--- config.mk ---
export PLATFORM = sky130hd
export DESIGN_NAME = spi_master
export DESIGN_NICKNAME = d
export VERILOG_FILES = /design/src/rtl/spi_master.sv
export SDC_FILE = /design/constraint.sdc
export NUM_CORES = 1
export LEC_CHECK = 0
export CELL_PAD_IN_SITES_DETAIL_PLACEMENT = 0
export CELL_PAD_IN_SITES_GLOBAL_PLACEMENT = 1
export CORE_MARGIN = 8
export CORE_UTILIZATION = 44
export CTS_CLUSTER_SIZE = 8
export DETAILED_ROUTE_END_ITERATION = 10
export PLACE_DENSITY = 0.84
export SLEW_MARGIN = 20
export SYNTH_ARGS = -nofsm -noshare
export SYNTH_HDL_FRONTEND = slang
export SYNTH_SLANG_ARGS = --single-unit
--- constraint.sdc ---
create_clock -name clk -period 2.31 [get_ports clk]
set_clock_uncertainty 0.15 [all_clocks]
set_input_delay 0.693 -clock clk [delete_from_list [all_inputs] [get_ports clk]]
set_output_delay 0.693 -clock clk [all_outputs]
set_load 0.005 [all_outputs]
--- src/rtl/spi_master.sv ---
// Byte-wide SPI master, mode 0, run-time clock divisor.
// Define SPI_LSB_FIRST_EN to shift LSB first; the default build is MSB first.
module spi_master (
    input  logic       clk,
    input  logic       rst,
    input  logic [7:0] din,
    input  logic [7:0] dvsr,
    input  logic       wr,
    output logic [7:0] dout,
    output logic       spi_clk,
    output logic       spi_mosi,
    input  logic       spi_miso,
    output logic       spi_done,
    output logic       spi_idle
);

    localparam logic [1:0] IDLE = 2'd0;
    localparam logic [1:0] P0   = 2'd1;
    localparam logic [1:0] P1   = 2'd2;

    logic [1:0] state;
    logic [7:0] cnt;
    logic [2:0] bit_cnt;
    logic [7:0] tx;
    logic [7:0] rx;
    logic [7:0] dvsr_q;

    logic       first_bit;
    logic [7:0] tx_shifted;
    logic [7:0] rx_shifted;

`ifdef SPI_LSB_FIRST_EN
    assign first_bit  = din[0];
    assign tx_shifted = {1'b0, tx[7:1]};
    assign rx_shifted = {spi_miso, rx[7:1]};
`else
    assign first_bit  = din[7];
    assign tx_shifted = {tx[6:0], 1'b0};
    assign rx_shifted = {rx[6:0], spi_miso};
`endif

    assign spi_idle = (state == IDLE);

    always_ff @(posedge clk or posedge rst) begin
        if (rst) begin
            state    <= IDLE;
            cnt      <= 8'd0;
            bit_cnt  <= 3'd0;
            tx       <= 8'd0;
            rx       <= 8'd0;
            dvsr_q   <= 8'd0;
            dout     <= 8'd0;
            spi_clk  <= 1'b0;
            spi_mosi <= 1'b0;
            spi_done <= 1'b0;
        end else begin
            spi_done <= 1'b0;
            case (state)
                IDLE: begin
                    if (wr) begin
                        state    <= P0;
                        tx       <= din;
                        dvsr_q   <= dvsr;
                        cnt      <= 8'd0;
                        bit_cnt  <= 3'd0;
                        spi_clk  <= 1'b0;
                        spi_mosi <= first_bit;
                    end
                end
                P0: begin
                    if (cnt == dvsr_q) begin
                        cnt     <= 8'd0;
                        rx      <= rx_shifted;
                        spi_clk <= 1'b1;
                        state   <= P1;
                    end else begin
                        cnt <= cnt + 8'd1;
                    end
                end
                P1: begin
                    if (cnt == dvsr_q) begin
                        cnt     <= 8'd0;
                        spi_clk <= 1'b0;
                        if (bit_cnt == 3'd7) begin
                            dout     <= rx;
                            spi_done <= 1'b1;
                            state    <= IDLE;
                        end else begin
                            // mosi is the next bit of the shifted word, registered with the falling edge
                            tx       <= tx_shifted;
`ifdef SPI_LSB_FIRST_EN
                            spi_mosi <= tx_shifted[0];
`else
                            spi_mosi <= tx_shifted[7];
`endif
                            bit_cnt  <= bit_cnt + 3'd1;
                            state    <= P0;
                        end
                    end else begin
                        cnt <= cnt + 8'd1;
                    end
                end
                default: state <= IDLE;
            endcase
        end
    end

endmodule

==> results.cfg <==
[status]
outcome = complete, no violations

[clock_network]
cts_buffers = 5
cts_num_sinks = 47
clk_pin_slew_ns = 0.10
worstSkewPairLatency_ns = 0.31
cts_tree = built
root_buffer = clkbuf_8
clock_path_buffers = 2
htreeDepth = 2

[floorplan]
io_pins = 32
die_x_um = 89.06
row_count = 26
core_area_um2 = 5140
start_util_pct = 45.69
die_area_um2 = 7932
die_y_um = 89.06

[synth]
synth_flop_cell = dfrtp_1
yosysUniqueCellTypes = 33
async_flop_share_pct = 100.0
synthTopCellsByCount = dfrtp_1, mux2_2, nor2_1, o21ai_0, nand2_1
ys_seq_area_share_pct = 50.08
synthTopCellsByArea = dfrtp_1, mux2_2, mux2_4
yosysTopAreaCellShare_pct = 50.08
ys.warnings.count = 0
synth_nets = 215
ys_ff_latch = 47
syn_area_per_cell_um2 = 12.63
synth_top_cell_by_area = dfrtp_1
synth_edf_count = 0
syn-cell-area_um2 = 2349
synthCells = 186
post-synth-top-count-cell = dfrtp_1

[flow_run]
cap_violations = 0

[power]
p_int_mw = 1.933
pwr-share-clk_pct = 17.9
power_density_nw_per_um2 = 1000
p_sw_share_pct = 34.21
seqPwrFrac_pct = 39.0
leakage_nw = 1.287
total_power_mw = 2.939
switching_power_mw = 1.005
vdd_drop_max_mv = 0.5393
combPwrFrac_pct = 43.1

[sta]
holdWs_ns = 0.3571
grt_setup_unrepaired = false
finalHoldViolCount = 0
setup_viol = 0
setup_ws_ns = 0.1778
maxSlewViolCount = 0
worst_pin_slew_ns = 0.3503
relSlewSlack_pct = 76.56
fmax_ghz = 0.4690
finalCriticalPeriod_ns = 2.132
period_share_pct = 92.30

[placed_design]
dp.cells = 297
portBuffers = 31
gp_congestion = 0.8158
preCtsSetupSlack_ns = -0.004551
hpwlAfterDp_um = 3260

[min_path]
hp-class = reg -> reg

[layout]
drive_above_1_share_pct = 32.20
utilization_pct = 57.16
nets = 264
final_cells = 306
area_growth_pct = 25.09
diodes = 0

[drt]
antenna_left = 0
wl_per_cell_um = 14.42
drcViolationCount = 0
viasPerCell = 5.069
dr.pass1.iters = 4
totalWireLength_um = 4412
vias = 1551
drt_iter0_drc = 60

[setup_path]
r2r-start = bit_cnt[0]
endpoint = tx[1]
cp.arrival_ns = 2.18
critPathLaunch = bit_cnt[0]
reg2reg_slack_ns = 0.18
endpoint_kind = flop
r2r_cells = 7
crit_path_start_kind = flop
worstPathRequired_ns = 2.36
critical_path_class = reg -> reg
worstReg2RegEnd = tx[1]
path_max_fanout = 8

[grt]
first_global_vias = 1546
grt_pass1_wl_um = 7562
overflow = 0
grt_max_degree = 48
antenna_found_initial = 0
grt_use_total_pct = 12.35
[worst min-delay path by stage]
stage | start | to | slack [ns] | depth (start not counted)
floorplan | tx[1] | tx[1] | 0.32 | 1
detailed placement | tx[3] | tx[3] | 0.34 | 1
finish | rx[7] | dout[7] | 0.36 | 1
global placement | tx[1] | tx[1] | 0.34 | 1
CTS | rx[7] | dout[7] | 0.36 | 1
global route | rx[7] | dout[7] | 0.38 | 1
[cell families after synthesis]
logic type / synth area share [%]
compound gates: 8.364
buf+inv: 2.504
simple gates: 10.82
flops: 50.08
mux: 20.46
xor+xnor: 2.984
fa+ha+maj: 4.795
[power groups by stage]
stage / logic, mW / registers (mW) / clock network [mW]
global placement: 1.23 / 1.16 / 0
global route: 1.39 / 1.17 / 0.580
floorplan: 0.857 / 1.14 / 0
finish: 1.27 / 1.15 / 0.527
detailed placement: 1.25 / 1.17 / 0
CTS: 1.28 / 1.15 / 0.547
[flip-flops by register name, summed over array words and instances, names as in the netlist]
signal    flops
spi_clk       1
dout          8
cnt           8
tx            7
spi_mosi      1
state         2
rx            8
dvsr_q        8
bit_cnt       3
spi_done      1
[final cells by class]
type / count / area [um^2]
clock buffer: 5 / 68.82
clock inverter: 3 / 27.53
fill: 484 / 2202
inverter: 6 / 22.52
multi-input combinational: 130 / 1116
sequential: 47 / 1176
tap: 70 / 87.58
timing repair buffer: 45 / 439.2
[placed cells by master (no fill, tap or decap), drive strengths merged, types with 2 or more instances in the layout]
cell type and instances:
mux2 40, ha 9, a22o 5, nand2b 2
or2 2, clkbuf 5, o21ai 13, buf 14
inv 8, dfrtp 47, xnor2 8, nor3 6
nand4 2, clkdlybuf4s50 30, a21oi 3, nand3 4
nor2 13, nand2 12, nor2b 3, o21a 2
[worst max-delay path: stages, from the launching register on]
cell      delay, ns
dfrtp_1        0.42
ha_1           0.21
ha_1           0.23
nand2b_1       0.21
nor3_1         0.17
o21a_1         0.18
buf_12         0.13
mux2_2         0.33
[metal layers]
metal	global-route usage, %	wire length [um]	up-vias	part of all wire [%]
met5	0	0	-	0
met4	4.985	70	0	1.6
met3	3.217	204	7	4.6
met2	18.46	2024	35	46
met1	16.55	2112	750	48
li1	-	-	759	-
[what timing repair did]
| item | in CTS | in global routing |
|---|---|---|
| resized for setup | 3 | 0 |
| endpoints found under the setup margin | 1 | 0 |
| buffers inserted | 1 | 0 |
| hold buffers | 0 | 0 |
[metrics by stage]
| stage | instance area (um^2) | setup TNS [ns] |
|---|---|---|
| finish | 2938 | 0 |
| global route | 2938 | 0 |
| CTS | 2938 | 0 |
| detailed placement | 2833 | -0.004551 |
| global placement | 2833 | 0 |
| floorplan | 2349 | 0 |
Note: power is estimated with default switching activity, not from simulation.
